### src/rtl/volt_mon_pkg.sv
// volt_mon_pkg: shared types, default thresholds and helpers for the voltage level monitor
package volt_mon_pkg;
  typedef logic [2:0] level_t;
  typedef enum logic [1:0] {IDLE, ARMING, TRIPPED, RELEASING} state_t;
  localparam logic [15:0] TH1_DEF = 16'd1000;
  localparam logic [15:0] TH2_DEF = 16'd2000;
  localparam logic [15:0] TH3_DEF = 16'd3000;
  localparam logic [15:0] TH4_DEF = 16'd4000;
  localparam logic [15:0] HYST_DEF = 16'd50;
  function automatic logic [15:0] sat_sub(input logic [15:0] a, input logic [15:0] b);
    return (a > b) ? a - b : 16'd0;
  endfunction
  function automatic level_t therm_level(input logic [3:0] b);
    return level_t'(b[0]) + level_t'(b[1]) + level_t'(b[2]) + level_t'(b[3]);
  endfunction
endpackage

### src/rtl/volt_level_monitor_if.sv
// volt_level_monitor_if: ADC sample stream in, averaged voltage stream out
interface volt_level_monitor_if;
  logic        sample_vld;
  logic [15:0] sample;
  logic [15:0] avg_volt;
  logic        avg_vld;
  modport master(output sample_vld, sample, input avg_volt, avg_vld);
  modport slave(input sample_vld, sample, output avg_volt, avg_vld);
endinterface

### src/rtl/volt_boxcar_avg.sv
// volt_boxcar_avg: averages 2**AVG_LOG2 consecutive samples, one-cycle valid per result
module volt_boxcar_avg #(
  parameter int AVG_LOG2 = 3
) (
  input  logic        clk,
  input  logic        rst_n,
  input  logic        sample_vld,
  input  logic [15:0] sample,
  output logic [15:0] avg_volt,
  output logic        avg_vld
);
  logic [15+AVG_LOG2:0] sum, sum_nxt;
  logic [AVG_LOG2-1:0]  cnt;
  assign sum_nxt = sum + {{AVG_LOG2{1'b0}}, sample};
  always_ff @(posedge clk or negedge rst_n)
    if (!rst_n) begin
      sum      <= '0;
      cnt      <= '0;
      avg_volt <= '0;
      avg_vld  <= 1'b0;
    end else begin
      avg_vld <= sample_vld && &cnt;
      if (sample_vld) begin
        cnt <= cnt + AVG_LOG2'(1);
        sum <= &cnt ? '0 : sum_nxt;
        if (&cnt) avg_volt <= 16'(sum_nxt >> AVG_LOG2);
      end
    end
endmodule

### src/rtl/volt_level_monitor.sv
// volt_level_monitor: averaged voltage classified into 5 hysteretic levels, LED bar and debounced over-voltage relay
module volt_level_monitor
  import volt_mon_pkg::*;
#(
  parameter int          AVG_LOG2    = 3,
  parameter logic [15:0] TH1         = TH1_DEF,
  parameter logic [15:0] TH2         = TH2_DEF,
  parameter logic [15:0] TH3         = TH3_DEF,
  parameter logic [15:0] TH4         = TH4_DEF,
  parameter logic [15:0] HYST        = HYST_DEF,
  parameter int          TRIP_CNT    = 4,
  parameter int          K_HOLD_CLKS = 50_000_000
) (
  input  logic                 clk,
  input  logic                 rst_n,
  volt_level_monitor_if.slave  bus,
  output level_t               level,
  output logic                 LED1,
  output logic                 LED2,
  output logic                 LED3,
  output logic                 LED4,
  output logic                 LED5,
  output logic                 K_1
);
  localparam int CW = (TRIP_CNT < 2) ? 1 : $clog2(TRIP_CNT + 1);
  localparam int HW = $clog2(K_HOLD_CLKS + 1);
  localparam logic [15:0] TH_A [4] = '{TH1, TH2, TH3, TH4};
  logic [3:0]    bits, bits_nxt;
  level_t        lvl_nxt;
  state_t        state, state_nxt;
  logic [CW-1:0] cnt, cnt_nxt;
  logic [HW-1:0] hold;
  logic          ev, hi, hold_done, entering;
  volt_boxcar_avg #(.AVG_LOG2(AVG_LOG2)) u_avg (
    .clk        (clk),
    .rst_n      (rst_n),
    .sample_vld (bus.sample_vld),
    .sample     (bus.sample),
    .avg_volt   (bus.avg_volt),
    .avg_vld    (bus.avg_vld)
  );
  // each bit sets at its threshold and only drops below threshold minus hysteresis
  for (genvar i = 0; i < 4; i++) begin : g_hyst
    assign bits_nxt[i] = bus.avg_volt >= TH_A[i] ||
                         (bus.avg_volt >= sat_sub(TH_A[i], HYST) && bits[i]);
  end
  assign ev        = bus.avg_vld;
  assign lvl_nxt   = therm_level(bits_nxt);
  assign hi        = lvl_nxt == 3'd4;
  assign level     = therm_level(bits);
  assign hold_done = hold >= HW'(K_HOLD_CLKS);
  assign entering  = state_nxt == TRIPPED && (state == IDLE || state == ARMING);
  assign LED1 = level == 3'd0;
  assign LED2 = level == 3'd1;
  assign LED3 = level == 3'd2;
  assign LED4 = level == 3'd3;
  assign LED5 = level == 3'd4;
  always_comb begin
    state_nxt = state;
    cnt_nxt   = cnt;
    unique case (state)
      IDLE: if (ev && hi) begin
        state_nxt = (TRIP_CNT == 1) ? TRIPPED : ARMING;
        cnt_nxt   = (TRIP_CNT == 1) ? '0 : CW'(1);
      end
      ARMING: if (ev) begin
        state_nxt = !hi ? IDLE : (cnt + CW'(1) >= CW'(TRIP_CNT)) ? TRIPPED : ARMING;
        cnt_nxt   = (state_nxt == ARMING) ? cnt + CW'(1) : '0;
      end
      TRIPPED: if (ev && !hi) begin
        state_nxt = RELEASING;
        cnt_nxt   = CW'(1);
      end
      RELEASING: if (ev && hi) begin
        state_nxt = TRIPPED;
        cnt_nxt   = '0;
      end else begin
        cnt_nxt   = (ev && cnt < CW'(TRIP_CNT)) ? cnt + CW'(1) : cnt;
        state_nxt = (cnt_nxt >= CW'(TRIP_CNT) && hold_done) ? IDLE : RELEASING;
        cnt_nxt   = (state_nxt == IDLE) ? '0 : cnt_nxt;
      end
      default: state_nxt = IDLE;
    endcase
  end
  always_ff @(posedge clk or negedge rst_n)
    if (!rst_n) begin
      bits  <= '0;
      state <= IDLE;
      cnt   <= '0;
      hold  <= '0;
      K_1   <= 1'b0;
    end else begin
      if (ev) bits <= bits_nxt;
      state <= state_nxt;
      cnt   <= cnt_nxt;
      K_1   <= state_nxt == TRIPPED || state_nxt == RELEASING;
      hold  <= entering ? '0 :
               ((state == TRIPPED || state == RELEASING) && !hold_done) ? hold + HW'(1) : hold;
    end
endmodule

### src/flat_wrapper.sv
// flat-port wrapper written by rule: the top's interface ports become plain ports
module volt_level_monitor_flat import volt_mon_pkg::*;
#(
  parameter int          AVG_LOG2    = 3,
  parameter logic [15:0] TH1         = TH1_DEF,
  parameter logic [15:0] TH2         = TH2_DEF,
  parameter logic [15:0] TH3         = TH3_DEF,
  parameter logic [15:0] TH4         = TH4_DEF,
  parameter logic [15:0] HYST        = HYST_DEF,
  parameter int          TRIP_CNT    = 4,
  parameter int          K_HOLD_CLKS = 50_000_000
)
  (clk, rst_n, level, LED1, LED2, LED3, LED4, LED5, K_1, bus_sample_vld, bus_sample, bus_avg_volt, bus_avg_vld);
  volt_level_monitor_if bus_i ();
  input  logic clk;
  input  logic rst_n;
  output level_t level;
  output logic LED1;
  output logic LED2;
  output logic LED3;
  output logic LED4;
  output logic LED5;
  output logic K_1;
  input wire logic [$bits(bus_i.sample_vld)-1:0] bus_sample_vld;
  input wire logic [$bits(bus_i.sample)-1:0] bus_sample;
  output wire logic [$bits(bus_i.avg_volt)-1:0] bus_avg_volt;
  output wire logic [$bits(bus_i.avg_vld)-1:0] bus_avg_vld;
  assign bus_i.sample_vld = bus_sample_vld;
  assign bus_i.sample = bus_sample;
  assign bus_avg_volt = bus_i.avg_volt;
  assign bus_avg_vld = bus_i.avg_vld;
  volt_level_monitor #(.AVG_LOG2(AVG_LOG2), .TH1(TH1), .TH2(TH2), .TH3(TH3), .TH4(TH4), .HYST(HYST), .TRIP_CNT(TRIP_CNT), .K_HOLD_CLKS(K_HOLD_CLKS)) u_core (.clk(clk), .rst_n(rst_n), .bus(bus_i), .level(level), .LED1(LED1), .LED2(LED2), .LED3(LED3), .LED4(LED4), .LED5(LED5), .K_1(K_1));
endmodule
### config.mk
export PLATFORM = sky130hd
export DESIGN_NAME = volt_level_monitor_flat
export DESIGN_NICKNAME = d
export VERILOG_FILES = /design/src/rtl/volt_mon_pkg.sv /design/src/rtl/volt_level_monitor_if.sv /design/src/rtl/volt_boxcar_avg.sv /design/src/rtl/volt_level_monitor.sv /design/src/flat_wrapper.sv
export SDC_FILE = /design/constraint.sdc
export NUM_CORES = 1
export LEC_CHECK = 0
export ABC_AREA = 1
export CAP_MARGIN = 20
export CORE_ASPECT_RATIO = 0.9
export CORE_MARGIN = 5
export CORE_UTILIZATION = 27
export DETAILED_ROUTE_END_ITERATION = 10
export PLACE_DENSITY_LB_ADDON = 0.1
export SLEW_MARGIN = 20
export SYNTH_ARGS = -nofsm -noshare
export SYNTH_HDL_FRONTEND = slang
export SYNTH_SLANG_ARGS = --single-unit
export TNS_END_PERCENT = 1
### constraint.sdc
create_clock -name clk -period 4 [get_ports clk]
set_input_delay 0.8 -clock clk [delete_from_list [all_inputs] [get_ports clk]]
set_output_delay 0.8 -clock clk [all_outputs]
set_load 0.01 [all_outputs]
# After elaboration in Yosys (flattened, before gate mapping)
# Index checks and enable logic that the tools add are counted.
# Widths: inputs -> output; s select.
[word_totals]
output_inout_bits = 26
reg_bits = 75
wordCells = 91
in_bits = 19
[op_classes]
n_reduce_logical = 27
addsub = 10
order_cmp = 12
muxes = 19
eq_ne = 14
[op_table]
columns = ["cell", "count"]
rows = [
  ["$ge 16x12->1 const B", 4],
  ["$mux 26", 2],
  ["$ge 16x10->1 const B", 2],
  ["$ge 16x11->1 const B", 2],
  ["$add 26x1->26 const B", 1],
  ["$ge 26x26->1 const B", 1],
  ["$mux 3", 7],
  ["$add 19x16->19", 1],
  ["$mux 19", 1],
  ["$mux 2", 7],
  ["$add 3x1->3", 4],
  ["$pmux 3 s4", 1],
  ["$logic_and 1x1->1", 11],
  ["$eq 2x2->1 const B", 4],
  ["$pmux 2 s4", 1],
  ["$logic_or 1x1->1", 7],
  ["$add 3x1->3 const B", 2],
  ["$eq 3x2->1 const B", 2],
  ["$eq 3x3->1 const B", 2],
  ["$ge 3x3->1 const B", 2],
  ["$reduce_and 3->1", 2],
  ["$add 1x1->2", 2],
  ["$eq 2x1->1 const B", 2],
  ["$logic_not 2->1", 2],
  ["8 further kinds", 10],
]

# Logic depth before layout (Yosys ltp)
# Gate-level depths: netlist of the first run.
[logic_depth]
word_depth = 14
mapped_depth = 20

# Cells and area by module
# Synthesis of the first run repeated with hierarchy kept, for this count alone.
[unflattened]
cells_unflattened = 747
hier_area_um2 = 5350.1
[by_module_without_submodules]
columns = ["mod", "cells_each", "seq_area_each_um2", "area_per_inst_um2", "instances"]
rows = [
  ["volt_level_monitor", 404, 875.8, 2865.2, 1],
  ["volt_boxcar_avg", 343, 975.9, 2484.9, 1],
]

# Worst setup path before layout of the first run
# OpenSTA, ideal clock, no wires.
[synth_timing]
kind = "register to register"
startpoint = "register u_core.u_avg.avg_volt[6]"
endpoint = "register u_core.hold[25]"
required_ns = 3.882
n_path_buf = 1
path_slack_ns = 1.029
period_less_slack_ns = 2.971
t_arrival_ns = 2.852
path_stages_with_launch = 18
cell_sequence = "dfrtp_1 inv_1 nand2_1 nor2_1 nand2_1 nand2_1 nand3_1 o211ai_1 ha_1 fa_1 ha_1 nor2_1 nand2_1 nor2_4 nand4_4 buf_4 nand4_2 o21ai_2"
[synth_between]
elab_chain_cells = 14
elab_cells_between_ends = 33
cone_classes = "add/sub: 3; order compare: 8; eq/ne: 2; mux: 7; reduce/logical: 13"
[synth_rtl]
columns = ["element", "line", "source"]
rows = [
  ["start: declaration", "volt_boxcar_avg.sv:9", "output logic [15:0] avg_volt,"],
  ["start signal: assignment", "volt_boxcar_avg.sv:26", "if (&cnt) avg_volt <= 16'(sum_nxt >> AVG_LOG2);"],
  ["$ge 16x10->1", "volt_level_monitor.sv:45", "(bus.avg_volt >= sat_sub(TH_A[i], HYST) && bits[i]);"],
  ["$logic_and 1x1->1", "volt_level_monitor.sv:45", ""],
  ["$logic_or 1x1->1 (*)", "volt_level_monitor.sv:44", "assign bits_nxt[i] = bus.avg_volt >= TH_A[i] ||"],
  ["via u_core.bits_nxt[0]", "volt_level_monitor.sv:28", "logic [3:0] bits, bits_nxt;"],
  ["$add 1x1->2 (*)", "volt_mon_pkg.sv:14", "return level_t'(b[0]) + level_t'(b[1]) + level_t'(b[2]) + level_t'(b[3]);"],
  ["$add 3x1->3 (*) (2 in series)", "volt_mon_pkg.sv:14", ""],
  ["$eq 3x3->1 (*)", "volt_level_monitor.sv:49", "assign hi = lvl_nxt == 3'd4;"],
  ["$logic_not 1->1", "--", ""],
  ["$logic_and 1x1->1", "volt_level_monitor.sv:70", "TRIPPED: if (ev && !hi) begin"],
  ["$mux 2", "volt_level_monitor.sv:70", ""],
  ["$pmux 2 s4 (*)", "volt_level_monitor.sv:61", "unique case (state)"],
  ["$eq 2x2->1 (*)", "volt_level_monitor.sv:52", "assign entering = state_nxt == TRIPPED && (state == IDLE || state == ARMING);"],
  ["$logic_and 1x1->1 (*)", "volt_level_monitor.sv:52", ""],
  ["$mux 26 or $reduce_bool 2->1 (tied branches)", "--", ""],
  ["end signal: assignment", "volt_level_monitor.sv:97", "hold <= entering ? '0 :"],
  ["end: declaration", "volt_level_monitor.sv:32", "logic [HW-1:0] hold;"],
]
# The timed path passes the listed nets; every way through them passes the cells marked *.
# A chain may end at the register's enable or synchronous reset.

# Worst setup path in the final report of the first run
[layout_timing]
startpoint = "register u_core.bits[1]"
endpoint = "output LED1"
[layout_between]
elab_chain_cells = 4
[layout_rtl]
columns = ["element", "line", "source"]
rows = [
  ["start: declaration", "volt_level_monitor.sv:28", ""],
  ["start signal: assignment", "volt_level_monitor.sv:93", "if (ev) bits <= bits_nxt;"],
  ["$add 1x1->2", "volt_mon_pkg.sv:14", ""],
  ["$add 3x1->3 (2 in series)", "volt_mon_pkg.sv:14", ""],
  ["$logic_not 3->1", "volt_level_monitor.sv:53", "assign LED1 = level == 3'd0;"],
  ["end: declaration", "flat_wrapper.sv:18", "output logic LED1;"],
]
# No other way between the ends.

==> results.toml, run 1 <==
[sta]
timing_hold_violations_final = 0
rsz0062_at_grt = "no"
final.min_clock_period_ps = 3313
setup_viol_count_final = 0
post-route-period-util_pct = 82.83
maxSlewViolCount = 0
finalClockSkew_ps = 7.547
timing.fmax_mhz = 301.8
setup_total_negative_slack_ps = 0
setup_ws_ps = 686.8
worst_slew_margin_rel_pct = 48.79
holdWs_ps = 481.4
tightestPinTransition_ps = 768.1

[worst_hold_path]
holdCritPathClass = "flip-flop to flip-flop"
worst_hold_path_cell_count = 2

[global_route]
number_of_antenna_violations_at_the_first_check_in_global_routing = 0
grt_pass1_vias = 4906
grt_start_max_net_pins = 76
grt_use_total_pct = 13.77
global_route_wire_length_before_repair_mm = 25.61
overflow = 0

[place]
hpwlAfterDp_mm = 11.29
placedCellCount = 1026
post-place-ws_ps = 760.8
buffer_ports.inserted = 44
global_placer_s_final_weighted_congestion = 0.8095

[setup_path]
worstPathMaxFanout = 4
worst-endpoint-required_ps = 3200
kind_of_end_point_of_the_critical_path = "output pin"
criticalPathCategory = "flip-flop to output pin"
r2r_cells = 15
worst_path_arrival_ps = 2510
category_of_the_worst_setup_path_launch_point = "flip-flop"

[synth]
ys_dominant_reg_cell = "sky130_fd_sc_hd__dfrtp_1"
synthDistinctLibCells = 49
sequential_area_share_after_synthesis_pct = 34.69
synth-async-reset-ratio_pct = 100.0
yosys_warnings = 0
synthesis.area_per_instance_sq_um = 7.351
syn-instance-count = 736
synth_edf_count = 0
synth_fp_nets = 783
syn-cell-area_sq_um = 5410
ys_seq_elements = 75

[floorplanning]
floorplan.rows = 49
fp.coreArea_sq_um = 19860
die_width_microns = 159.2
die_y_microns = 144.3
initial_core_util_pct = 27.24
dieArea_sq_um = 22970
number_of_primary_i_o_pins = 45

[cells_and_area]
layout-area-overhead-vs-synth_pct = 18.78
finalNonFillerCells = 1042
mostFrequentLayoutCell = "sky130_fd_sc_hd__nand2_1"
layout-drive-gt1-share_pct = 10.29
antenna_cells_inserted = 0
num-nets-final = 829
layout_common_cells = "sky130_fd_sc_hd__nand2_1, sky130_fd_sc_hd__inv_1, sky130_fd_sc_hd__dfrtp_1, sky130_fd_sc_hd__nand3_1, sky130_fd_sc_hd__nor2_1"

[routing]
finalWirelength_mm = 15.21
detailroute.wirelength.met2_mm = 6.612
number_of_iterations_in_the_first_detailed_routing_pass = 4
met3_wl_microns = 478
detail_route.drc_violations = 0
routed-via-count = 4898
wl_met1_mm = 7.921
topRoutingLayerUsed = "met4"
drt.antenna.violating_nets = 0
routedWlPerCell_microns = 14.60
route.detailed.vias_per_inst = 4.701
drt_first_iter_violations = 274

[clock_tree]
clk_transition_reported_paths_ps = 60
buffer_cell_driving_the_clock_tree_root = "sky130_fd_sc_hd__clkbuf_16"
ctsHoldBuffers = 0
cts_tree = "yes"
clockBufferDepth = 2
cts.sinks = 75
postCtsResizedCells = 0
cts.repair_timing.setup_buffer_count = 0
cts_htree_levels = 3
clk_lat_worst_skew_ps = 340
tritoncts.num_buffers = 9

[pwr]
leakagePower_nw = 3.008
power.internal_mw = 2.430
switchingPower_mw = 1.719
vdd_drop_max_v = 0.0003722
power.density_nw_per_um2 = 645.6
total_power_mw = 4.149
sw_frac_of_total_pct = 41.43
power.share.sequential_pct = 28.6
share_comb_of_total_power_pct = 49.6
clock_power_share_pct = 21.8

[status]
run_status = "complete, no violations"

[job]
cap_violations = 0
==> metal layers <==
metal	up-vias	track usage, %
met5	-	0
met4	0	3.680
met3	16	2.479
met2	79	21.36
met1	2300	19.84
li1	2503	-
==> cells by family (layout without fill, tap and decap cells) <==
family,Yosys count,after routing,synth area share [%]
flip-flops,75,75,34.69
XOR/XNOR,13,13,2.243
AND/OR/NAND/NOR,431,431,37.60
buffers and inverters,106,157,8.372
adder cells (fa/ha/maj),28,28,6.892
multiplexers,1,1,0.2081
AO/OA/AOI/OAI,82,82,9.991
==> worst paths after layout <==
check | startpoint | endpoint | slack (ps)
min reg2reg | u_core.u_avg.avg_volt[0]$_DFFE_PN0P_ | u_core.u_avg.avg_volt[0]$_DFFE_PN0P_ | 480
min | u_core.u_avg.avg_volt[0]$_DFFE_PN0P_ | u_core.u_avg.avg_volt[0]$_DFFE_PN0P_ | 480
max reg2reg | u_core.u_avg.avg_volt[12]$_DFFE_PN0P_ | u_core.hold[18]$_DFFE_PN0P_ | 750
min in group asynchronous | rst_n | u_core.state[0]$_DFF_PN0_ | 510
max in group asynchronous | rst_n | u_core.u_avg.sum[9]$_DFFE_PN0P_ | 2960
max | u_core.bits[1]$_DFFE_PN0P_ | LED1 | 690
==> cell type report <==
class / count / area, sq um
repair buffers: 49 / 479.2
multi-input cells: 555 / 3080
flip-flops and latches: 75 / 1877
clock inverters: 4 / 73.82
clock buffers: 12 / 246.5
well taps: 255 / 319.1
fillers: 2154 / 13440
inverters: 92 / 350.3
==> through the flow <==
stage	util (%)	instance area, sq um
3_5_place_dp	30.72	6102
2_1_floorplan	-	5410
4_1_cts	32.33	6422
6_report	32.35	6426
3_3_place_gp	30.72	6102
5_1_grt	32.35	6426
==> worst max-delay path, cell delays in order (launching register included) <==
cell and delay [ps]:
sky130_fd_sc_hd__dfrtp_1 400, sky130_fd_sc_hd__ha_1 280, sky130_fd_sc_hd__inv_1 40, sky130_fd_sc_hd__fa_1 350, sky130_fd_sc_hd__inv_1 60, sky130_fd_sc_hd__ha_1 260, sky130_fd_sc_hd__nor3_1 210, sky130_fd_sc_hd__clkdlybuf4s50_1 570
==> power groups by stage <==
stage | combinational (mW) | sequential (mW) | clock, mW
2_1_floorplan | 1.30 | 1.18 | 0
3_3_place_gp | 2.07 | 1.19 | 0
3_5_place_dp | 2.07 | 1.20 | 0
4_1_cts | 2.08 | 1.19 | 0.935
5_1_grt | 2.36 | 1.22 | 0.969
6_report | 2.06 | 1.19 | 0.905
==> state kept, by name (all words and copies together) (netlist names) <==
signal                 flops
u_core.hold               26
u_core.u_avg.sum          19
u_core.u_avg.avg_volt     16
u_core.bits                4
u_core.cnt                 3
u_core.u_avg.cnt           3
u_core.state               2
u_core.K_1                 1
u_core.u_avg.avg_vld       1
==> synth_stat cells (all sizes together) (2+ instances only) <==
library cell / count / area [sq um]
a21o: 2 / 15.01
a21oi: 15 / 75.07
a22o: 5 / 43.79
a31oi: 4 / 31.28
and2: 3 / 18.77
buf: 12 / 95.09
clkbuf: 2 / 7.510
dfrtp: 75 / 1877
fa: 3 / 60.06
ha: 25 / 312.8
inv: 92 / 350.3
nand2: 235 / 892.1
nand3: 77 / 412.9
nand3b: 6 / 45.04
nand4: 26 / 277.8
nor2: 64 / 265.3
nor3: 15 / 85.08
o21ai: 48 / 311.5
o22ai: 3 / 25.02
or2: 3 / 18.77
xnor2: 3 / 33.79
xor2: 10 / 87.58
Note: power is estimated with default switching activity, not from simulation.
==> run 2, diff against run 1 <==
==> constraint.sdc (replaced) <==
create_clock -name clk -period 2.7 [get_ports clk]
set_input_delay 0.54 -clock clk [delete_from_list [all_inputs] [get_ports clk]]
set_output_delay 0.54 -clock clk [all_outputs]
set_load 0.01 [all_outputs]
==> run 2 against run 1 <==
- sequential cell count is the same
- register-to-register slack lost 950 ps
- cell area grew 7.0%
- sequential power grew 44%
- power grew 61%
- first-iteration DRC count grew 1.5%
- the run now ends with negative setup slack left
- hold slack lost 290 ps
- sequential share of layout area shrank 1.9 points
- clock skew grew 4.1 ps
- clock-buffer cell count grew 3
- setup slack lost 890 ps
==> results.toml, run 2 (synthesis results as in run 1) <==
[floorplanning]
die_y_microns = 144.3
floorplan.rows = 49
die_width_microns = 159.2
number_of_primary_i_o_pins = 45
dieArea_sq_um = 22970
initial_core_util_pct = 27.24
fp.coreArea_sq_um = 19860

[global_route]
number_of_antenna_violations_at_the_first_check_in_global_routing = 0
grt_use_total_pct = 14.19
overflow = 0
grt_start_max_net_pins = 40
global_route_wire_length_before_repair_mm = 26.47
grt_pass1_vias = 5079

[sta]
maxSlewViolCount = 0
rsz0062_at_grt = "yes"
tightestPinTransition_ps = 558.7
setup_ws_ps = -201.0
finalClockSkew_ps = 11.69
setup_viol_count_final = 32
timing.fmax_mhz = 344.7
timing_hold_violations_final = 0
final.min_clock_period_ps = 2901
post-route-period-util_pct = 107.4
worst_slew_margin_rel_pct = 62.75

[clock_tree]
buffer_cell_driving_the_clock_tree_root = "sky130_fd_sc_hd__clkbuf_16"
clk_lat_worst_skew_ps = 340
cts_htree_levels = 3
cts_tree = "yes"
cts.sinks = 75
clk_transition_reported_paths_ps = 60
tritoncts.num_buffers = 9
clockBufferDepth = 2

[setup_path]
critical-path-max-stage-delay_ps = 420
launch_point_of_the_worst_path = "u_core.u_avg.avg_volt[6]$_DFFE_PN0P_"
worst-endpoint-required_ps = 2930
category_of_the_worst_setup_path_launch_point = "flip-flop"
r2r_startpoint = "u_core.u_avg.avg_volt[6]$_DFFE_PN0P_"
critical_path.slowest_cell = "sky130_fd_sc_hd__dfrtp_1"
criticalPathCategory = "flip-flop to flip-flop"
cp.buffers_inverters = 2
worst_path_arrival_ps = 3130
critPathTopFamily = "simple AND/OR/NAND/NOR gates"
kind_of_end_point_of_the_critical_path = "flip-flop"
path_cells = "inv_2 -> nand2_2 -> nor2_2 -> nand2_1 -> nand2_2 -> nand3_2 -> o211ai_1 -> ha_1 -> fa_2 -> ha_4 -> nor2_4 -> nand2_4 -> nor2_4 -> nand4_4 -> nand2_4 -> clkbuf_16 -> o21ai_2"
worstPathMaxFanout = 6
reg2reg_setup_slack_ps = -200

[place]
hpwlAfterDp_mm = 11.84
post-place-ws_ps = -291.7
buffer_ports.inserted = 44
global_placer_s_final_weighted_congestion = 0.8382
dpl_cell_area_sq_um = 6449

[pwr]
power.share.sequential_pct = 25.6
clock_power_share_pct = 18.1
switchingPower_mw = 2.800
sw_frac_of_total_pct = 41.93
power.density_nw_per_um2 = 970.7
share_comb_of_total_power_pct = 56.4
leakagePower_nw = 3.259
total_power_mw = 6.677
power.internal_mw = 3.878
vdd_drop_max_v = 0.0005056

[worst_hold_path]
holdCritPathClass = "input pin to asynchronous set/reset pin"

[status]
run_status = "finished with violations"
violations = "negative setup slack"

[routing]
route.detailed.vias_per_inst = 4.684
met3_wl_microns = 550
routed-via-count = 5087
finalWirelength_mm = 15.77
drt_first_iter_violations = 278
wl_met1_mm = 8.513
detail_route.drc_violations = 0
number_of_iterations_in_the_first_detailed_routing_pass = 5
detailroute.wirelength.met2_mm = 6.579
routedWlPerCell_microns = 14.52
topRoutingLayerUsed = "met4"
drt.antenna.violating_nets = 0

[cells_and_area]
finish.instance_area_sq_um = 6879
mostFrequentLayoutCell = "sky130_fd_sc_hd__nand2_1"
layout-drive-gt1-share_pct = 18.89
fillerInstances = 2112
register_containing_the_most_flip_flops_in_the_final_layout = "u_core.hold"
antenna_cells_inserted = 0
largest_registers = "u_core.hold: 26 flops, u_core.u_avg.sum: 19 flops, u_core.u_avg.avg_volt: 16 flops"
max_reg_flops = 26
num-nets-final = 873
layout-area-overhead-vs-synth_pct = 27.15
layout_common_cells = "sky130_fd_sc_hd__nand2_1, sky130_fd_sc_hd__inv_1, sky130_fd_sc_hd__dfrtp_1, sky130_fd_sc_hd__nand3_1, sky130_fd_sc_hd__nor2_1"

[job]
cap_violations = 0
## run 2: cell types whose count changed in the layout (fill, tap and decap cells not counted), moves of 5 or more
cell / change
sky130_fd_sc_hd__inv_1: -5
sky130_fd_sc_hd__buf_4: +39
sky130_fd_sc_hd__clkdlybuf4s50_1: -8
sky130_fd_sc_hd__nand2_2: +6
sky130_fd_sc_hd__nand2_1: -7
sky130_fd_sc_hd__inv_2: +5
## run 2: power groups by stage
| stage | clock [mW] | sequential [mW] | combinational, mW |
|---|---|---|---|
| after global routing | 1.30 | 1.76 | 4.23 |
| after detailed placement | 0 | 1.71 | 3.59 |
| after CTS | 1.26 | 1.70 | 3.59 |
| after global placement | 0 | 1.70 | 3.59 |
| final | 1.21 | 1.71 | 3.76 |
| after floorplan | 0 | 1.75 | 1.97 |
## run 2: worst paths after layout
path	endpoint	cells past startpoint
max reg2reg	u_core.hold[1]$_DFFE_PN0P_	17
min	u_core.u_avg.sum[3]$_DFFE_PN0P_	1
min reg2reg	u_core.u_avg.avg_volt[0]$_DFFE_PN0P_	2
max in group asynchronous	u_core.hold[3]$_DFFE_PN0P_	2
min in group clk	u_core.u_avg.avg_volt[0]$_DFFE_PN0P_	2
max	u_core.hold[1]$_DFFE_PN0P_	17
## run 2: cell type report
type,count,area (sq um),share of cell area (%)
flip-flops and latches,75,1878,27.30
clock buffers,15,287.8,4.183
repair buffers,93,848.3,12.33
clock inverters,1,5.005,0.07275
inverters,92,350.3,5.093
well taps,255,319.1,4.638
multi-input cells,555,3191,46.38
## run 2: worst reg2reg max path, stage by stage, from the launching register on
cell and delay, ps:
sky130_fd_sc_hd__dfrtp_1 420, sky130_fd_sc_hd__inv_2 80, sky130_fd_sc_hd__nand2_2 50, sky130_fd_sc_hd__nor2_2 100
sky130_fd_sc_hd__nand2_1 80, sky130_fd_sc_hd__nand2_2 60, sky130_fd_sc_hd__nand3_2 50, sky130_fd_sc_hd__o211ai_1 260
sky130_fd_sc_hd__ha_1 300, sky130_fd_sc_hd__fa_2 360, sky130_fd_sc_hd__ha_4 230, sky130_fd_sc_hd__nor2_4 90
sky130_fd_sc_hd__nand2_4 70, sky130_fd_sc_hd__nor2_4 90, sky130_fd_sc_hd__nand4_4 140, sky130_fd_sc_hd__nand2_4 170
sky130_fd_sc_hd__clkbuf_16 180, sky130_fd_sc_hd__o21ai_2 50
## run 2: per-stage QoR
| stage | std cells | TNS, ps | util, % | hold WS (ps) |
|---|---|---|---|---|
| floorplan | 736 | -3633 | - | 244.4 |
| global placement | 1064 | -5161 | 32.46 | 460.8 |
| detailed placement | 1064 | -7590 | 32.46 | 471.6 |
| CTS | 1081 | -4796 | 34.14 | 208.5 |
| global route | 1086 | -9345 | 34.63 | 242.4 |
| finish | 1086 | -4889 | 34.63 | 195.4 |
## run 2: metal layers
layer  GRT usage (%)  vias to the layer above
met5               0                        -
met4           3.366                        0
met3           2.536                       10
met2           21.65                       92
met1           20.93                     2385
li1                -                     2600
## run 2: what timing repair did
item,in CTS,in global routing
endpoints found under the setup margin,40,37
cloned,0,1
pin swaps,2,6
setup buffers,1,4
hold buffers,0,0
gates resized for setup,30,25
==> RTL change 1 (config.mk and constraints of run 1) <==
`AVG_LOG2` is set to 3 in 3 places; all go to 4.
--- a/src/rtl/volt_boxcar_avg.sv
+++ b/src/rtl/volt_boxcar_avg.sv
@@ -1,6 +1,6 @@
 // volt_boxcar_avg: averages 2**AVG_LOG2 consecutive samples, one-cycle valid per result
 module volt_boxcar_avg #(
-  parameter int AVG_LOG2 = 3
+  parameter int AVG_LOG2 = 4
 ) (
   input  logic        clk,
   input  logic        rst_n,
--- a/src/rtl/volt_level_monitor.sv
+++ b/src/rtl/volt_level_monitor.sv
@@ -2,7 +2,7 @@
 module volt_level_monitor
   import volt_mon_pkg::*;
 #(
-  parameter int          AVG_LOG2    = 3,
+  parameter int          AVG_LOG2    = 4,
   parameter logic [15:0] TH1         = TH1_DEF,
   parameter logic [15:0] TH2         = TH2_DEF,
   parameter logic [15:0] TH3         = TH3_DEF,
--- a/src/flat_wrapper.sv
+++ b/src/flat_wrapper.sv
@@ -1,7 +1,7 @@
 // flat-port wrapper written by rule: the top's interface ports become plain ports
 module volt_level_monitor_flat import volt_mon_pkg::*;
 #(
-  parameter int          AVG_LOG2    = 3,
+  parameter int          AVG_LOG2    = 4,
   parameter logic [15:0] TH1         = TH1_DEF,
   parameter logic [15:0] TH2         = TH2_DEF,
   parameter logic [15:0] TH3         = TH3_DEF,
Check against the original RTL: not equivalent (a bounded check fails within 10 cycles, from zero or initial values and one cycle with rst_n low).
==> RTL change 1 against run 1 <==
Synthesized area up 0.99%; cell count grew 4.2%; total power shrank 2.4%; wire length rose by 4.8%; setup slack improved by 0.031 ns; sequential cell count rose by 2; final area increased by 0.25%; die area rose by 0.93%; register-to-register slack worse by 0.02 ns; critical path depth up 1; synthesized cell count increased by 6.3%; critical endpoint is now LED5.
==> RTL change 1: results (changes against run 1) <==
Outcome
  • Status: finished clean (unchanged)

Global route
  • Tot GR Track Use: 0.141 (was 0.138)
  • Largest net degree at the start of global routing: 43 (was 76)
  • Vias in the first global route: 4902 (was 4906)
  • Global-route wire length before repair: 26400 um (was 25600 um)

Yosys
  • Synth cell types: 42 (was 49)
  • Synth top area cells: dfrtp_1 35%, nand2_1 17%, nand3_1 7.0% (was dfrtp_1 35%, nand2_1 16%, nand3_1 6.8%)
  • Synthesized net count: 828 (was 783)
  • Top cells by count, synth: 251 x nand2_1, 98 x inv_1, 77 x dfrtp_1 (was 233 x nand2_1, 89 x inv_1, 75 x dfrtp_1)

Drt
  • Wire length on met1: 9010 um (was 7920 um)
  • WL met3: 621 um (was 478 um)
  • Final wirelength: 15900 um (was 15200 um)
  • DR WL/cell: 14.7 um (was 14.6 um)
  • DR WL met2: 6180 um (was 6610 um)
  • Via count: 4951 (was 4898)
  • 1st-pass router iterations: 5 (was 4)

Critical path
  • CP startpoint: u_core.bits[0]$_DFFE_PN0P_ (was u_core.bits[1]$_DFFE_PN0P_)
  • Worst r2r src: u_core.u_avg.avg_volt[5]$_DFFE_PN0P_ (was u_core.u_avg.avg_volt[12]$_DFFE_PN0P_)
  • Critical Path Max Stage Delay: 0.53 ns (was 0.57 ns)
  • Worst path slowest cell: clkdlybuf4s50_1 (unchanged)

Timing
  • Clk_skew: 0.00910 ns (was 0.00755 ns)
  • Worst-Margin Slew: 0.745 ns (was 0.768 ns)

Layout
  • Share of layout cells above drive strength 1: 0.0746 (was 0.103)
  • Final nets: 874 (was 829)
  • Top Registers: u_core.hold (26), u_core.u_avg.sum (20), u_core.u_avg.avg_volt (16) (was u_core.hold (26), u_core.u_avg.sum (19), u_core.u_avg.avg_volt (16))

CTS
  • Clk Latency, worst-skew pair: 0.35 ns
  • CTS Buffer Depth: 2 (unchanged)

Pwr
  • Peak supply drop: 503 uV (was 372 uV)
  • P_leak: 3.11 nW (was 3.01 nW)

Placement
  • Place WS: 0.728 ns (was 0.761 ns)
  • GPL Wtd Cong: 0.831 (was 0.810)
  • DP HPWL: 12300 um (was 11300 um)

Hold path
  • Worst hold path class: input pin to asynchronous set/reset pin (was flop to flop)
RTL change 1: kinds of logic (layout without fill, tap and decap cells):
logic type      after synthesis  after routing  share of synthesized area
compound gates               83             83                     0.0948
xor+xnor                     14             14                     0.0224
fa+ha+maj                    27             27                     0.0659
buf+inv                     116            165                     0.0870
flops                        77             77                      0.353
mux                           1              1                    0.00183
simple gates                464            464                      0.375
RTL change 1: metrics by stage:
step,total power [W],area [um2]
after floorplan,0.00248,5460
after global placement,0.00328,6160
after detailed placement,0.00325,6160
after CTS,0.00411,6440
after global routing,0.00444,6440
final,0.00405,6440
RTL change 1: per-layer routing:
layer,vias to the layer above,GRT usage
met5,-,0
met4,0,0.0284
met2,75,0.199
li1,2631,-
met1,2238,0.218
met3,7,0.0349
RTL change 1: final timing paths:
path                                                    end  slack (ns)
setup / recovery                                       LED5        0.72
hold reg to reg            u_core.u_avg.sum[11]$_DFFE_PN0P_        0.49
max in group asynchronous        u_core.bits[1]$_DFFE_PN0P_        2.86
hold / removal              u_core.u_avg.sum[0]$_DFFE_PN0P_        0.44
setup reg to reg                 u_core.hold[1]$_DFFE_PN0P_        0.73
min in group clk           u_core.u_avg.sum[11]$_DFFE_PN0P_        0.49
RTL change 1: report_power, final:
part | switching [W] | internal, W | leakage (nW)
registers | 0.000214 | 0.000998 | 1.00
logic | 0.00117 | 0.000844 | 1.97
clock network | 0.000347 | 0.000477 | 0.134
total | 0.00173 | 0.00232 | 3.11
RTL change 1: final cells by class:
type / instances / area [um2]
clock inverters: 4 / 51.3
repair buffers: 48 / 468
flip-flops and latches: 77 / 1930
inverters: 103 / 387
clock buffers: 10 / 229
well taps: 255 / 319
multi-input cells: 589 / 3060
fillers: 2157 / 13500
==> RTL change 2 (config.mk and constraints of run 1) <==
Made on the original files. Encoding of `state_t`: now one-hot (4 bits for 4 states).
--- a/src/rtl/volt_mon_pkg.sv
+++ b/src/rtl/volt_mon_pkg.sv
@@ -1,7 +1,7 @@
 // volt_mon_pkg: shared types, default thresholds and helpers for the voltage level monitor
 package volt_mon_pkg;
   typedef logic [2:0] level_t;
-  typedef enum logic [1:0] {IDLE, ARMING, TRIPPED, RELEASING} state_t;
+  typedef enum logic [3:0] {IDLE = 4'b0001, ARMING = 4'b0010, TRIPPED = 4'b0100, RELEASING = 4'b1000} state_t;
   localparam logic [15:0] TH1_DEF = 16'd1000;
   localparam logic [15:0] TH2_DEF = 16'd2000;
   localparam logic [15:0] TH3_DEF = 16'd3000;
Behaviour: same outputs for any inputs over 4 cycles, from zero or initial values and one cycle with rst_n low; so few cycles prove little.
==> RTL change 2 against run 1 <==
Final area shrank 2.4%; setup slack got worse by 0.29 ns; total power down 2.0%; synthesized area fell by 2.5%; sequential share of layout area is 1.5 points higher; cell count up 1.4%; clock power fell by 4.3%; count of clock-buffer cells in the layout up 1; first-iteration DRC count down 24%; critical path depth grew 11; wire length decreased by 2.8%; sequential cell count increased by 2; critical endpoint is now u_core.hold[11]$_DFFE_PN0P_.
==> RTL change 2: results (changes against run 1) <==
Hold path
  • Worst hold path class: input pin to asynchronous set/reset pin (was flop to flop)

Pwr
  • P_leak: 3.04 nW (was 3.01 nW)
  • Peak supply drop: 319 uV (was 372 uV)

Critical path
  • Critical path arrival: 3.88 ns (was 2.51 ns)
  • Worst R2R Setup Slack: 0.39 ns (was 0.75 ns)
  • Critical R2R Capture: u_core.hold[11]$_DFFE_PN0P_ (was u_core.hold[18]$_DFFE_PN0P_)
  • Worst path slowest cell: fa_1 (was clkdlybuf4s50_1)
  • Critical Path Max Stage Delay: 0.40 ns (was 0.57 ns)
  • CP startpoint: u_core.u_avg.avg_volt[12]$_DFFE_PN0P_ (was u_core.bits[1]$_DFFE_PN0P_)
  • Delay-heaviest family, CP: simple AND/OR/NAND/NOR gates (was adder cells)

Yosys
  • Synth top area cells: dfrtp_1 36%, nand2_1 17%, nand3_1 6.6% (was dfrtp_1 35%, nand2_1 16%, nand3_1 6.8%)
  • Synth cell types: 39 (was 49)
  • Synthesized net count: 805 (was 783)
  • Top cells by count, synth: 240 x nand2_1, 91 x inv_1, 76 x dfrtp_1 (was 233 x nand2_1, 89 x inv_1, 75 x dfrtp_1)

Global route
  • Largest net degree at the start of global routing: 78 (was 76)
  • Global-route wire length before repair: 25400 um (was 25600 um)
  • Tot GR Track Use: 0.140 (was 0.138)
  • Vias in the first global route: 5073 (was 4906)

Timing
  • Period utilisation layout: 0.902 (was 0.828)
  • Clk_skew: 0.00811 ns (was 0.00755 ns)
  • Fin Hold WS: 0.481 ns (about the same)

CTS
  • Htree depth: 3 (unchanged)
  • Postcts setup bufs: 0 (unchanged)

Layout
  • Final nets: 849 (was 829)
  • Fillers: 2112 (was 2154)
  • Share of layout cells above drive strength 1: 0.0496 (was 0.103)

Drt
  • Final wirelength: 14800 um (was 15200 um)
  • Via count: 4870 (was 4898)
  • Detailed Route Iter0 Violations: 209 (was 274)

Outcome
  • Status: finished clean (unchanged)

Placement
  • GPL Wtd Cong: 0.850 (was 0.810)
  • DP HPWL: 11400 um (was 11300 um)
RTL change 2: cell types whose count changed after synthesis, moves of 3 or more:
cell / delta
and2_1: -3
xor2_1: -5
inv_2: +3
nand3_1: -3
nand2_1: +7
o21ai_0: +10
a21oi_1: +3
o21ai_1: +14
a22o_1: -4
nor2_1: +16
xnor2_1: +5
o21ai_2: -19
nand4_2: -16
nand4_1: +15
RTL change 2: kinds of logic after synthesis:
group,share of synthesized area
compound gates,0.0859
xor+xnor,0.0230
fa+ha+maj,0.0707
buf+inv,0.0871
flops,0.366
mux,0.00190
simple gates,0.366
RTL change 2: power by group:
group	total (W)	leakage, nW	internal, W	switching, W
clock	0.000866	0.152	0.000534	0.000332
sequential	0.00117	0.998	0.000994	0.000178
combinational	0.00203	1.89	0.000862	0.00117
RTL change 2: layout make-up:
cell class | count | area (um2) | area share
Multi-Input combinational cell | 570 | 2890 | 0.460
Inverter | 97 | 367 | 0.0585
Timing Repair Buffer | 47 | 464 | 0.0740
Sequential cell | 77 | 1930 | 0.308
Tap cell | 250 | 313 | 0.0499
Clock buffer | 13 | 270 | 0.0431
Clock inverter | 3 | 42.5 | 0.00679
RTL change 2: routing by layer:
layer | part of all wire | GRT usage | routed length [um] | vias to the layer above
li1 | - | - | - | 2542
met1 | 0.46 | 0.177 | 6860 | 2257
met2 | 0.50 | 0.244 | 7340 | 55
met3 | 0.025 | 0.0319 | 377 | 16
met4 | 0.014 | 0.0353 | 209 | 0
met5 | 0 | 0 | 0 | -
RTL change 2: worst max path at each step:
stage,end,slack [ns]
floorplan,u_core.hold[25]$_DFFE_PN0P_,0.99
global placement,u_core.hold[22]$_DFFE_PN0P_,0.50
detailed placement,u_core.hold[11]$_DFFE_PN0P_,0.40
CTS,u_core.hold[11]$_DFFE_PN0P_,0.37
global route,u_core.hold[11]$_DFFE_PN0P_,0.1
finish,u_core.hold[11]$_DFFE_PN0P_,0.39
RTL change 2: stage by stage:
| stage | setup WS [ns] | total power (W) | util | cells | instance area (um2) |
|---|---|---|---|---|---|
| final | 0.392 | 0.00407 | 0.326 | 1057 | 6270 |
| after global routing | 0.0960 | 0.00445 | 0.326 | 1057 | 6270 |
| after CTS | 0.369 | 0.00414 | 0.326 | 1057 | 6270 |
| after detailed placement | 0.403 | 0.00324 | 0.310 | 1041 | 5950 |
| after global placement | 0.498 | 0.00321 | 0.310 | 1041 | 5950 |
| after floorplan | 0.988 | 0.00244 | - | 758 | 5270 |
